**config.mk**
```make
export PLATFORM = sky130hd
export DESIGN_NAME = qsgmii_link_monitor
export DESIGN_NICKNAME = d
export VERILOG_FILES = /design/src/rtl/qsgmii_mon_pkg.sv /design/src/rtl/qsgmii_link_mon_ch.sv /design/src/rtl/qsgmii_link_monitor.sv
export SDC_FILE = /design/constraint.sdc
export NUM_CORES = 1
export LEC_CHECK = 0
export ABC_AREA = 0
export BUFFER_PORTS_ARGS = -buffer_cell sky130_fd_sc_hd__buf_2
export CAP_MARGIN = 20
export CORE_MARGIN = 2
export CORE_UTILIZATION = 60
export DETAILED_ROUTE_END_ITERATION = 10
export GPL_TIMING_DRIVEN = 0
export PLACE_DENSITY = 0.77
export SLEW_MARGIN = 30
export SYNTH_ARGS = -nofsm -noshare
export SYNTH_HDL_FRONTEND = slang
export SYNTH_HIERARCHICAL = 1
export SYNTH_SLANG_ARGS = --single-unit
```
**constraint.sdc**
```tcl
create_clock -name clk -period 2.9 [get_ports clk]
set_clock_uncertainty 0.2 [all_clocks]
set_input_delay 0.58 -clock clk [delete_from_list [all_inputs] [get_ports clk]]
set_output_delay 0.58 -clock clk [all_outputs]
set_load 0.02 [all_outputs]
```
**src/rtl/qsgmii_mon_pkg.sv**
```systemverilog
// ---------------------------------------------------------------------------
// qsgmii_mon_pkg
// Shared definitions for the QSGMII link monitor: per-channel FSM state
// encoding, speed codes as reported by the QSGMII core, the speed value
// presented while in reset, and a counter-width helper.
// ---------------------------------------------------------------------------
package qsgmii_mon_pkg;

    localparam int NUM_CH = 4;

    typedef enum logic [1:0] {
        ST_DOWN    = 2'd0,
        ST_QUAL    = 2'd1,
        ST_UP      = 2'd2,
        ST_RESTART = 2'd3
    } link_state_t;

    localparam logic [1:0] SPD_10    = 2'b00;
    localparam logic [1:0] SPD_100   = 2'b01;
    localparam logic [1:0] SPD_1G    = 2'b10;
    localparam logic [1:0] SPD_RSVD  = 2'b11;
    localparam logic [1:0] SPD_RESET = SPD_1G;

    // Bits needed to hold 0..max_value; never less than one bit so that
    // degenerate parameter choices still produce a legal vector.
    function automatic int cnt_width(input int max_value);
        return (max_value < 2) ? 1 : $clog2(max_value + 1);
    endfunction

endpackage

```
**src/rtl/qsgmii_link_mon_ch.sv**
```systemverilog
// ---------------------------------------------------------------------------
// qsgmii_link_mon_ch
// One channel of the QSGMII link monitor: 2-flop synchronizers on the raw
// link/speed status, a DOWN/QUAL/UP/RESTART state machine with debounce,
// down-timer and restart-pulse counters.
//
// Ports
//   clk             system clock
//   rst_n           asynchronous active-low reset
//   link_in         raw link status (asynchronous to clk)
//   speed_in        raw speed code (asynchronous to clk)
//   link_up         debounced link state
//   link_change     one-cycle pulse on every link_up transition
//   an_restart_req  auto-negotiation restart request
//   speed_out       debounced speed code
// ---------------------------------------------------------------------------
module qsgmii_link_mon_ch
    import qsgmii_mon_pkg::*;
#(
    parameter int DEBOUNCE_CYCLES = 16,
    parameter int RESTART_TIMEOUT = 1250000,
    parameter int RESTART_PULSE   = 4
) (
    input  logic       clk,
    input  logic       rst_n,
    input  logic       link_in,
    input  logic [1:0] speed_in,
    output logic       link_up,
    output logic       link_change,
    output logic       an_restart_req,
    output logic [1:0] speed_out
);

    localparam int DB_W  = cnt_width(DEBOUNCE_CYCLES - 1);
    localparam int TMR_W = cnt_width(RESTART_TIMEOUT - 1);
    localparam int PUL_W = cnt_width(RESTART_PULSE - 1);

    // The sample that starts a candidate run leaves the counter at 0, so the
    // DEBOUNCE_CYCLES-th identical sample arrives while it reads D-2.
    localparam logic [DB_W-1:0]  DB_LAST  = DB_W'(DEBOUNCE_CYCLES - 2);
    localparam logic [DB_W-1:0]  DB_MAX   = DB_W'(DEBOUNCE_CYCLES - 1);
    localparam logic [TMR_W-1:0] TMR_LAST = TMR_W'(RESTART_TIMEOUT - 1);
    localparam logic [PUL_W-1:0] PUL_LAST = PUL_W'(RESTART_PULSE - 1);

    logic [1:0]       link_sync_reg;
    logic [1:0]       speed_sync1_reg;
    logic [1:0]       speed_sync2_reg;
    logic             link_s;
    logic [1:0]       speed_s;

    link_state_t      state_reg;
    logic [TMR_W-1:0] timer_reg;
    logic [DB_W-1:0]  db_cnt_reg;
    logic [PUL_W-1:0] pulse_cnt_reg;
    logic [1:0]       cand_reg;       // speed value currently being debounced
    logic             link_up_reg;
    logic             link_change_reg;
    logic             restart_req_reg;
    logic [1:0]       speed_out_reg;

    // Synchronizers
    always_ff @(posedge clk or negedge rst_n) begin
        if (!rst_n) begin
            link_sync_reg   <= '0;
            speed_sync1_reg <= '0;
            speed_sync2_reg <= '0;
        end else begin
            link_sync_reg   <= {link_sync_reg[0], link_in};
            speed_sync1_reg <= speed_in;
            speed_sync2_reg <= speed_sync1_reg;
        end
    end

    assign link_s  = link_sync_reg[1];
    assign speed_s = speed_sync2_reg;

    // Channel FSM with registered outputs
    always_ff @(posedge clk or negedge rst_n) begin
        if (!rst_n) begin
            state_reg       <= ST_DOWN;
            timer_reg       <= '0;
            db_cnt_reg      <= '0;
            pulse_cnt_reg   <= '0;
            cand_reg        <= SPD_RESET;
            link_up_reg     <= 1'b0;
            link_change_reg <= 1'b0;
            restart_req_reg <= 1'b0;
            speed_out_reg   <= SPD_RESET;
        end else begin
            link_change_reg <= 1'b0;
            case (state_reg)
                ST_DOWN: begin
                    if (link_s) begin
                        // This sample is the first of the debounce run.
                        state_reg  <= ST_QUAL;
                        cand_reg   <= speed_s;
                        db_cnt_reg <= '0;
                    end else if (timer_reg == TMR_LAST) begin
                        state_reg       <= ST_RESTART;
                        restart_req_reg <= 1'b1;
                        pulse_cnt_reg   <= '0;
                    end else begin
                        timer_reg <= timer_reg + 1'b1;
                    end
                end

                ST_QUAL: begin
                    if (!link_s) begin
                        state_reg <= ST_DOWN;
                        timer_reg <= '0;
                    end else if (speed_s != cand_reg || speed_s == SPD_RSVD) begin
                        cand_reg   <= speed_s;
                        db_cnt_reg <= '0;
                    end else if (db_cnt_reg == DB_LAST) begin
                        state_reg       <= ST_UP;
                        link_up_reg     <= 1'b1;
                        link_change_reg <= 1'b1;
                        speed_out_reg   <= cand_reg;
                        db_cnt_reg      <= '0;
                    end else if (db_cnt_reg != DB_MAX) begin
                        db_cnt_reg <= db_cnt_reg + 1'b1;
                    end
                end

                ST_UP: begin
                    // Link loss wins over any concurrent speed change.
                    if (!link_s) begin
                        state_reg       <= ST_DOWN;
                        link_up_reg     <= 1'b0;
                        link_change_reg <= 1'b1;
                        timer_reg       <= '0;
                    end else if (speed_s != cand_reg) begin
                        cand_reg   <= speed_s;
                        db_cnt_reg <= '0;
                    end else if (cand_reg == speed_out_reg || cand_reg == SPD_RSVD) begin
                        db_cnt_reg <= '0;
                    end else if (db_cnt_reg == DB_LAST) begin
                        speed_out_reg <= cand_reg;
                        db_cnt_reg    <= '0;
                    end else if (db_cnt_reg != DB_MAX) begin
                        db_cnt_reg <= db_cnt_reg + 1'b1;
                    end
                end

                ST_RESTART: begin
                    // Link status is deliberately not looked at here.
                    if (pulse_cnt_reg == PUL_LAST) begin
                        state_reg       <= ST_DOWN;
                        restart_req_reg <= 1'b0;
                        timer_reg       <= '0;
                    end else begin
                        pulse_cnt_reg <= pulse_cnt_reg + 1'b1;
                    end
                end

                default: state_reg <= ST_DOWN;
            endcase
        end
    end

    assign link_up        = link_up_reg;
    assign link_change    = link_change_reg;
    assign an_restart_req = restart_req_reg;
    assign speed_out      = speed_out_reg;

endmodule

```
**src/rtl/qsgmii_link_monitor.sv**
```systemverilog
// ---------------------------------------------------------------------------
// qsgmii_link_monitor
// Debounces the four per-channel link/speed status outputs of one QSGMII
// core and requests auto-negotiation restarts on channels that stay down.
// Channels are fully independent.
//
// Ports
//   clk                         system clock
//   rst_n                       asynchronous active-low reset
//   status_link_in[3:0]         raw link status, bit n = channel n
//   status_speed_in_ch0..ch3    raw speed code per channel
//   status_speed_out_ch0..ch3   debounced speed code per channel
//   link_up[3:0]                debounced link state
//   link_change[3:0]            one-cycle pulse on link_up transitions
//   an_restart_req[3:0]         auto-negotiation restart request
// ---------------------------------------------------------------------------
module qsgmii_link_monitor
    import qsgmii_mon_pkg::*;
#(
    parameter int DEBOUNCE_CYCLES = 16,
    parameter int RESTART_TIMEOUT = 1250000,
    parameter int RESTART_PULSE   = 4
) (
    input  logic              clk,
    input  logic              rst_n,
    input  logic [NUM_CH-1:0] status_link_in,
    input  logic [1:0]        status_speed_in_ch0,
    input  logic [1:0]        status_speed_in_ch1,
    input  logic [1:0]        status_speed_in_ch2,
    input  logic [1:0]        status_speed_in_ch3,
    output logic [1:0]        status_speed_out_ch0,
    output logic [1:0]        status_speed_out_ch1,
    output logic [1:0]        status_speed_out_ch2,
    output logic [1:0]        status_speed_out_ch3,
    output logic [NUM_CH-1:0] link_up,
    output logic [NUM_CH-1:0] link_change,
    output logic [NUM_CH-1:0] an_restart_req
);

    logic [1:0] speed_in_arr  [NUM_CH];
    logic [1:0] speed_out_arr [NUM_CH];

    assign speed_in_arr[0] = status_speed_in_ch0;
    assign speed_in_arr[1] = status_speed_in_ch1;
    assign speed_in_arr[2] = status_speed_in_ch2;
    assign speed_in_arr[3] = status_speed_in_ch3;

    assign status_speed_out_ch0 = speed_out_arr[0];
    assign status_speed_out_ch1 = speed_out_arr[1];
    assign status_speed_out_ch2 = speed_out_arr[2];
    assign status_speed_out_ch3 = speed_out_arr[3];

    generate
        for (genvar gi = 0; gi < NUM_CH; gi++) begin : g_ch
            qsgmii_link_mon_ch #(
                .DEBOUNCE_CYCLES (DEBOUNCE_CYCLES),
                .RESTART_TIMEOUT (RESTART_TIMEOUT),
                .RESTART_PULSE   (RESTART_PULSE)
            ) u_ch (
                .clk            (clk),
                .rst_n          (rst_n),
                .link_in        (status_link_in[gi]),
                .speed_in       (speed_in_arr[gi]),
                .link_up        (link_up[gi]),
                .link_change    (link_change[gi]),
                .an_restart_req (an_restart_req[gi]),
                .speed_out      (speed_out_arr[gi])
            );
        end
    endgenerate

endmodule

```
==> out/results.ini, run 1 <==
[outcome]
status=completed

[synthesis]
synth_top_area_share_pct=42.7
ys_seq_area_share_pct=44.9
synth_nets=1033
synth.ff_latch_count=168
synth_area_um2=9390
synthTopCellsByArea=dfrtp_1, ha_1, nand2_1, xor2_1, nor2_1
ys.flop_type=dfrtp_1
syn_area_per_cell_um2=9.51
syn_inst=987
synth_edf_count=0
async_reset_ff_share_pct=100
synth.distinct_cells=85
synth_largest_area_cell=dfrtp_1
ys_warn_count=6

[placed_design]
dp_slack_ns=-0.0591
routabilityCongestion=0.819
dpl-instance-area_um2=9880
hpwl_um=12900
place.port_buffers=33

[pwr]
total_power_w=0.00724
irDropWorstVdd_mv=0.507
leakage_nw=4.50
powerDensity_nw_per_um2=691

[worst_setup_path]
critPathCaptureType=register
criticalPathCategory=reg2reg
critPathLaunch=g_ch[0].u_ch/state_reg[1]
reg2reg_from=g_ch[0].u_ch/state_reg[1]
arrival_ns=2.82
crit_required_ns=2.99
reg2reg_slack_ns=0.17
start_kind=register
reg2regPathDepth=7
crit_path_end=g_ch[0].u_ch/timer_reg[2]
rr_endpoint=g_ch[0].u_ch/timer_reg[2]
crit_path_max_fanout=10

[global_routing]
antenna_found_initial=0
grt_first_pass_wirelength_um=33200
grt_overflow=0
gr-usage-all-layers_pct=24.5
first_global_vias=7188
grt_max_degree=75

[clock_network]
cts-root-buf=clkbuf_16
cts.reportedPaths.clkPinSlew_ns=0.07
cts_setup_buffers=0
clk_path_buf_depth=2
cts_tree=built
clkLatencyLatePin_ns=0.42
cts.sinks=168
cts_buffers=17
htree_levels=4

[detailed_routing]
wl_per_cell_um=15.0
via_per_inst=5.96
totalWireLength_um=19000
drcViolationCount=0
vias=7550
ant_nets=0
drtIter0Drc=546
first_pass_iters=5

[layout]
layout-drive-gt1-share_pct=12.7
multi_input_area_um2=4880
n_fill_cell=1201
largest_reg_flops=84
most-common-layout-cells=dfrtp_1, nand2_1, nor2_1
nets=1088
antenna_cells=0
area_growth_pct=11.7
final-seq-area_um2=4210
mostFrequentLayoutCell=dfrtp_1
final_area_um2=10500

[sta]
fin_crit_ns=2.73
holdWs_ns=0.0563
slew_violations=0
fin_crit_sh_pct=94.2
tightest_slew_ns=0.729
hold_viol_final=0
fin_ws_ns=0.169
max_freq_mhz=366
setup_viol=0
slew_headroom_pct=51.0
rsz0062_at_grt=false

[die]
die_area_um2=16700
die_y_um=129
coreArea_um2=15300
rows=45
start_util_pct=61.5
pin_count=34
die_w_um=129

[worst_hold_path]
hold_path.class=in2reg

[run]
drv_cap=0

power breakdown:
part,internal [W],leakage [nW],switching (W)
Clock,0.00129,0.279,0.000882
Combinational,0.000800,1.99,0.00143
Sequential,0.00259,2.23,0.000246
cell type report:
class | count | share of cell area, %
Clock buffer | 25 | 4.82
Multi-Input combinational cell | 753 | 46.6
Tap cell | 211 | 2.52
Inverter | 36 | 1.29
Sequential cell | 168 | 40.2
Clock inverter | 7 | 0.657
Timing Repair Buffer | 36 | 2.29
Buffer | 30 | 1.60
per-stage QoR:
| step | TNS, ns | cells | utilization [%] |
|---|---|---|---|
| floorplan | 0 | 987 | - |
| global placement | -246.94 | 1231 | 64.3 |
| detailed placement | -0.519 | 1233 | 64.7 |
| CTS | 0 | 1266 | 68.6 |
| global route | 0 | 1266 | 68.7 |
| finish | 0 | 1266 | 68.7 |
per-layer routing:
metal | wire length, um | track usage, % | part of all wire [%] | up-vias
li1 | - | - | - | 3727
met1 | 8890 | 32.6 | 47 | 3705
met2 | 9420 | 41.5 | 50 | 107
met3 | 524 | 5.00 | 2.8 | 11
met4 | 145 | 5.88 | 0.76 | 0
met5 | 0 | 0 | 0 | -
repair_timing:
item | CTS | global route
hold endpoints to repair | 24 | 0
cloned | 0 | 0
hold buffers | 1 | 0
setup endpoints to repair | 10 | 1
resized for setup | 2 | 1
cell families (layout without fill, tap and decap cells):
kind of cell	Yosys count	count (layout)	share of synthesized area (%)
adders and majority gates	32	32	4.27
AOI/OAI and AO/OA	220	220	15.7
xor gates and xnor gates	46	46	4.29
DFF	168	168	44.9
buffers and inverters	66	134	3.23
muxes	22	22	2.49
and+or+nand+nor	433	433	25.1
cells in the mapped netlist (all sizes together), types with 12 or more instances:
master  instances
and3           18
nand2b         16
nor3           12
dfrtp         160
clkbuf         18
a21oi          60
o211ai         15
o31ai          12
ha             32
buf            12
nand3          63
xor2           39
inv            36
or4            14
or3            25
o21ai          46
nor2           92
nand4          34
nand2          92
how the worst min path moves through the flow:
stage | startpoint | endpoint | slack [ns] | depth (start not counted)
2_1_floorplan | rst_n | g_ch[0].u_ch/an_restart_req | 0.08 | 0
3_3_place_gp | g_ch[0].u_ch/link_sync_reg[0] | g_ch[0].u_ch/link_sync_reg[1] | 0.13 | 0
3_5_place_dp | g_ch[3].u_ch/speed_sync1_reg[0] | g_ch[3].u_ch/speed_s[0] | 0.14 | 0
4_1_cts | status_speed_in_ch3[0] | g_ch[3].u_ch/speed_sync1_reg[0] | 0.04 | 1
5_1_grt | status_link_in[1] | g_ch[1].u_ch/link_sync_reg[0] | 0.04 | 1
6_report | status_speed_in_ch3[0] | g_ch[3].u_ch/speed_sync1_reg[0] | 0.06 | 1
critical path, cell delays in order, from the launching register on:
cell,delay [ns]
dfrtp_1,0.42
ha_1,0.19
clkbuf_1,0.21
nor2b_1,0.18
clkbuf_1,0.25
a211oi_2,0.60
clkbuf_1,0.43
nor2_1,0.10
Power figures use the tool's default switching activity.
==> inputs of run 2 (changes only) <==
==> constraint.sdc (replaced) <==
create_clock -name clk -period 3.4 [get_ports clk]
set_clock_uncertainty 0.2 [all_clocks]
set_input_delay 0.68 -clock clk [delete_from_list [all_inputs] [get_ports clk]]
set_output_delay 0.68 -clock clk [all_outputs]
set_load 0.02 [all_outputs]
==> out/results.ini, run 2 (synthesis results as in run 1) <==
[worst_hold_path]
hold_path.class=reg2reg
holdPathEnd=g_ch[2].u_ch/speed_s[1]
hp-start=g_ch[2].u_ch/speed_sync1_reg[1]
whs_path_depth=0  ; -1

[global_routing]
gr-usage-all-layers_pct=24.4  ; -0.045 points
grt_overflow=0  ; unchanged
antenna_found_initial=0  ; unchanged
grt_first_pass_wirelength_um=33200  ; -0.14%
grt_max_degree=75  ; unchanged
first_global_vias=7180  ; -0.11%

[sta]
setup_viol=0  ; unchanged
slew_headroom_pct=40.8  ; -10 points
hold_viol_final=0  ; unchanged
totalNegativeSetupSlack_ns=0  ; unchanged
fin_crit_sh_pct=87.5  ; -6.7 points
max_freq_mhz=336  ; -8.2%
fin_crit_ns=2.97  ; +0.243 ns
slew_violations=0  ; unchanged
tightest_slew_ns=0.882  ; +0.153 ns
rsz0062_at_grt=false

[die]
coreArea_um2=15300  ; unchanged
start_util_pct=61.5  ; unchanged
die_w_um=129  ; unchanged
die_y_um=129  ; unchanged
rows=45  ; unchanged
die_area_um2=16700  ; unchanged
pin_count=34  ; unchanged

[layout]
mostFrequentLayoutCell=dfrtp_1
area_growth_pct=11.5
antenna_cells=0  ; unchanged
layout-drive-gt1-share_pct=12.6  ; -0.095 points
final_area_um2=10500  ; -0.11%
largest_reg_flops=84  ; unchanged
nets=1088  ; unchanged
n_fill_cell=1203  ; +0.17%
most-common-layout-cells=dfrtp_1, nand2_1, nor2_1

[pwr]
powerDensity_nw_per_um2=590  ; -15%
irDropWorstVdd_mv=0.456  ; -10%
leakage_nw=4.50  ; about the same

[worst_setup_path]
arrival_ns=3.13  ; +0.31 ns
reg2regPathDepth=8  ; +1
start_kind=register
crit_path_max_fanout=10  ; unchanged
rr_endpoint=g_ch[0].u_ch/timer_reg[10]
criticalPathCategory=reg2reg
reg2reg_slack_ns=0.43  ; +0.26 ns
crit_required_ns=3.56  ; +0.57 ns
reg2reg_from=g_ch[0].u_ch/state_reg[1]
critPathCaptureType=register

[detailed_routing]
drcViolationCount=0  ; unchanged
wl_per_cell_um=15.0  ; -0.17%
totalWireLength_um=18900  ; -0.17%
drtIter0Drc=550  ; +0.73%
vias=7532  ; -0.24%
ant_nets=0  ; unchanged
via_per_inst=5.95  ; -0.24%
first_pass_iters=5  ; unchanged

[placed_design]
routabilityCongestion=0.819  ; unchanged
hpwl_um=12900  ; unchanged
place.port_buffers=33  ; unchanged
dpl-instance-area_um2=9880  ; unchanged

[clock_network]
htree_levels=4  ; unchanged
cts-root-buf=clkbuf_16
cts_buffers=17  ; unchanged
cts_tree=built
cts.sinks=168  ; unchanged
cts.reportedPaths.clkPinSlew_ns=0.06  ; about the same
cts_setup_buffers=0  ; unchanged
clkLatencyLatePin_ns=0.42  ; about the same
clk_path_buf_depth=2  ; unchanged

[outcome]
status=completed

[run]
drv_cap=0  ; unchanged

## run 2: timing repair
item	in CTS	in global routing
gates resized for setup	0	0
hold buffers	1	0
endpoints found under the hold margin	24	0
setup endpoints to repair	0	0
## run 2: final cells by class
cell class              count  area (um^2)  area share [%]
plain buffers              30          168            1.60
clock inverters             7         68.8           0.657
inverters                  36          135            1.29
flip-flops and latches    168         4210            40.3
clock buffers              25          505            4.83
multi-input cells         753         4870            46.6
well taps                 211          264            2.52
repair buffers             36          240            2.29
## run 2: worst max path at each step
stage | startpoint | endpoint | slack [ns] | cells after the start
2_1_floorplan | g_ch[0].u_ch/timer_reg[4] | g_ch[0].u_ch/pulse_cnt_reg[0] | 1.05 | 6
3_3_place_gp | rst_n | g_ch[0].u_ch/pulse_cnt_reg[0] | -1.13 | 1
3_5_place_dp | g_ch[0].u_ch/state_reg[0] | g_ch[0].u_ch/timer_reg[11] | 0.44 | 7
4_1_cts | g_ch[0].u_ch/state_reg[1] | g_ch[0].u_ch/timer_reg[11] | 0.42 | 7
5_1_grt | g_ch[0].u_ch/state_reg[1] | g_ch[0].u_ch/timer_reg[10] | 0.24 | 8
6_report | g_ch[0].u_ch/state_reg[1] | g_ch[0].u_ch/timer_reg[10] | 0.43 | 8
## run 2: metrics by stage
stage          setup slack, ns  utilization [%]  hold slack [ns]  cells  power (W)
2_1_floorplan             1.05                -            0.131    987    0.00384
3_5_place_dp             0.441             64.7            0.136   1233    0.00433
4_1_cts                  0.416             68.6            0.140   1266    0.00623
5_1_grt                  0.243             68.6            0.138   1266    0.00659
6_report                 0.427             68.6            0.148   1266    0.00617
3_3_place_gp             -1.13             64.3            0.132   1231    0.00427
## run 2: layer usage
layer  vias to the layer above  track usage (%)  share of wire, %
li1                       3726                -                 -
met1                      3695             32.5                47
met2                       105             41.4                50
met3                         6             5.00               2.6
met4                         0             5.95              0.66
met5                         -                0                 0
## run 2: critical path, stage by stage, from the launching register on
cell and delay (ns):
dfrtp_1 0.42, ha_1 0.19, clkbuf_1 0.20, nor2b_1 0.18, clkbuf_1 0.22, nor3_1 0.73
nand4_1 0.28, or3_1 0.36, nand2_1 0.10
## run 2: report_power, final
part | internal [W] | total [W] | switching (W)
combinational | 0.000682 | 0.00190 | 0.00122
sequential | 0.00221 | 0.00242 | 0.000210
clock | 0.00110 | 0.00186 | 0.000755
==> inputs of run 3 (changes only) <==
--- a/config.mk
+++ b/config.mk
@@ -10,8 +10,8 @@
 export CAP_MARGIN = 20
 export CORE_MARGIN = 2
 export CORE_UTILIZATION = 60
+export CTS_BUF_LIST = sky130_fd_sc_hd__clkbuf_2
 export DETAILED_ROUTE_END_ITERATION = 10
-export GPL_TIMING_DRIVEN = 0
 export PLACE_DENSITY = 0.77
 export SLEW_MARGIN = 30
 export SYNTH_ARGS = -nofsm -noshare
==> out/results.ini, run 3 (synthesis results as in run 1) <==
[placed_design]
hpwl_um=12600  ; -1.9%
routabilityCongestion=0.851  ; +3.9%
place.port_buffers=33  ; unchanged
dpl-instance-area_um2=9720  ; -1.6%

[detailed_routing]
drtIter0Drc=611  ; +11%
wl_per_cell_um=14.7  ; -2.1%
totalWireLength_um=18300  ; -3.3%
drcViolationCount=0  ; unchanged
vias=7492  ; -0.53%
via_per_inst=5.99  ; +0.66%
ant_nets=0  ; unchanged
first_pass_iters=5  ; unchanged

[clock_network]
cts_buffers=17  ; unchanged
clkLatencyLatePin_ns=0.71  ; +0.29 ns
htree_levels=4  ; unchanged
cts.reportedPaths.clkPinSlew_ns=0.24  ; +0.18 ns
cts.sinks=168  ; unchanged
clk_path_buf_depth=2  ; unchanged
cts_setup_buffers=0  ; unchanged
cts_tree=built
cts-root-buf=clkbuf_2

[layout]
final_area_um2=10100  ; -3.2%
largest_reg_flops=84  ; unchanged
n_fill_cell=1247  ; +3.7%
area_growth_pct=8.01
nets=1072  ; -1.5%
layout-drive-gt1-share_pct=12.1  ; -0.48 points
mostFrequentLayoutCell=dfrtp_1
most-common-layout-cells=dfrtp_1, nand2_1, nor2_1

[global_routing]
gr-usage-all-layers_pct=23.7  ; -0.74 points
grt_max_degree=76  ; +1.3%
grt_overflow=0  ; unchanged
grt_first_pass_wirelength_um=32400  ; -2.3%
first_global_vias=6926  ; -3.5%
antenna_found_initial=1  ; +1

[worst_setup_path]
crit_family=simple AND/OR/NAND/NOR gates
rr_endpoint=g_ch[0].u_ch/timer_reg[18]
criticalPathCategory=reg2reg
crit_buf_inv=0  ; -2
reg2regPathDepth=6  ; -2
slowest_delay_ns=0.63  ; -0.10 ns
arrival_ns=3.03  ; -0.10 ns
crit_path_cell_trace=ha_1 > nor2b_1 > nor3_1 > nand4_1 > or3_1 > nand2_1
cpMaxStageDelayCell=nor3_1
reg2reg_from=g_ch[0].u_ch/state_reg[0]
crit_required_ns=3.87  ; +0.31 ns
start_kind=register
critPathCaptureType=register
crit_path_max_fanout=10  ; unchanged
reg2reg_slack_ns=0.84  ; +0.41 ns

[outcome]
status=completed

[worst_hold_path]
hp-start=g_ch[0].u_ch/speed_sync1_reg[0]
holdPathEnd=g_ch[0].u_ch/speed_s[0]
hold_path.class=reg2reg
whs_path_depth=0  ; unchanged

[sta]
fin_crit_ns=2.56  ; -0.415 ns
hold_viol_final=0  ; unchanged
fin_crit_sh_pct=75.3  ; -12 points
slew_headroom_pct=46.5  ; +5.8 points
totalNegativeSetupSlack_ns=0  ; unchanged
max_freq_mhz=391  ; +16%
tightest_slew_ns=0.801  ; -0.0810 ns
setup_viol=0  ; unchanged
rsz0062_at_grt=false
slew_violations=0  ; unchanged
holdWs_ns=0.177  ; +0.0292 ns

[pwr]
leakage_nw=4.35  ; -3.3%
powerDensity_nw_per_um2=539  ; -8.7%
irDropWorstVdd_mv=0.492  ; +7.8%
total_power_w=0.00546  ; -12%

[die]
die_w_um=129  ; unchanged
start_util_pct=61.5  ; unchanged
die_area_um2=16700  ; unchanged
rows=45  ; unchanged
coreArea_um2=15300  ; unchanged
pin_count=34  ; unchanged
die_y_um=129  ; unchanged

[run]
drv_cap=0  ; unchanged

[run 3: worst reg2reg max path, cell delays in order (launching register included)]
cell,delay (ns)
dfrtp_1,0.47
ha_1,0.33
nor2b_1,0.28
nor3_1,0.63
nand4_1,0.19
or3_1,0.34
nand2_1,0.08
[run 3: final cells by class]
class,count,area [um^2],area share (%)
multi-input cells,753,4880,48.1
flip-flops and latches,168,4210,41.6
repair buffers,50,357,3.52
well taps,211,264,2.60
clock inverters,14,196,1.94
inverters,36,135,1.33
clock buffers,18,90.1,0.889
diodes,1,2.50,0.0247
[run 3: worst max path at each step]
stage | depth (start not counted) | slack [ns] | from | to
after floorplan | 6 | 1.05 | g_ch[0].u_ch/timer_reg[4] | g_ch[0].u_ch/pulse_cnt_reg[0]
after global placement | 6 | 0.99 | g_ch[0].u_ch/state_reg[0] | g_ch[0].u_ch/timer_reg[20]
after detailed placement | 6 | 0.90 | g_ch[0].u_ch/state_reg[0] | g_ch[0].u_ch/timer_reg[3]
after CTS | 6 | 0.88 | g_ch[0].u_ch/state_reg[0] | g_ch[0].u_ch/timer_reg[7]
after global routing | 6 | 0.62 | g_ch[0].u_ch/state_reg[0] | g_ch[0].u_ch/timer_reg[18]
final | 6 | 0.84 | g_ch[0].u_ch/state_reg[0] | g_ch[0].u_ch/timer_reg[18]
[run 3: metrics by stage]
stage	utilization, %	worst slack, ns	cells
after floorplan	-	1.05	987
after global placement	63.7	0.987	1205
after detailed placement	63.7	0.903	1205
after CTS	66.4	0.879	1250
after global routing	66.4	0.620	1251
final	66.4	0.841	1251
[run 3: metal layers]
layer	GRT usage, %	share of wire (%)	vias to the layer above
li1	-	-	3701
met5	0	0	-
met3	4.38	3.4	15
met2	37.3	47	130
met1	34.3	49	3646
met4	5.82	0.94	0
[run 3: repair_timing]
action | in CTS | in global routing
endpoints found under the hold margin | 81 | 0
hold buffers | 13 | 0
resized for setup | 0 | 0
[run 3: report_power, final]
| group | total (W) | internal (W) | leakage (nW) | switching (W) |
|---|---|---|---|---|
| Combinational | 0.00182 | 0.000652 | 1.96 | 0.00117 |
| Sequential | 0.00244 | 0.00221 | 2.23 | 0.000239 |
| Clock | 0.00119 | 0.000493 | 0.163 | 0.000702 |
| Total | 0.00546 | 0.00335 | 4.35 | 0.00211 |
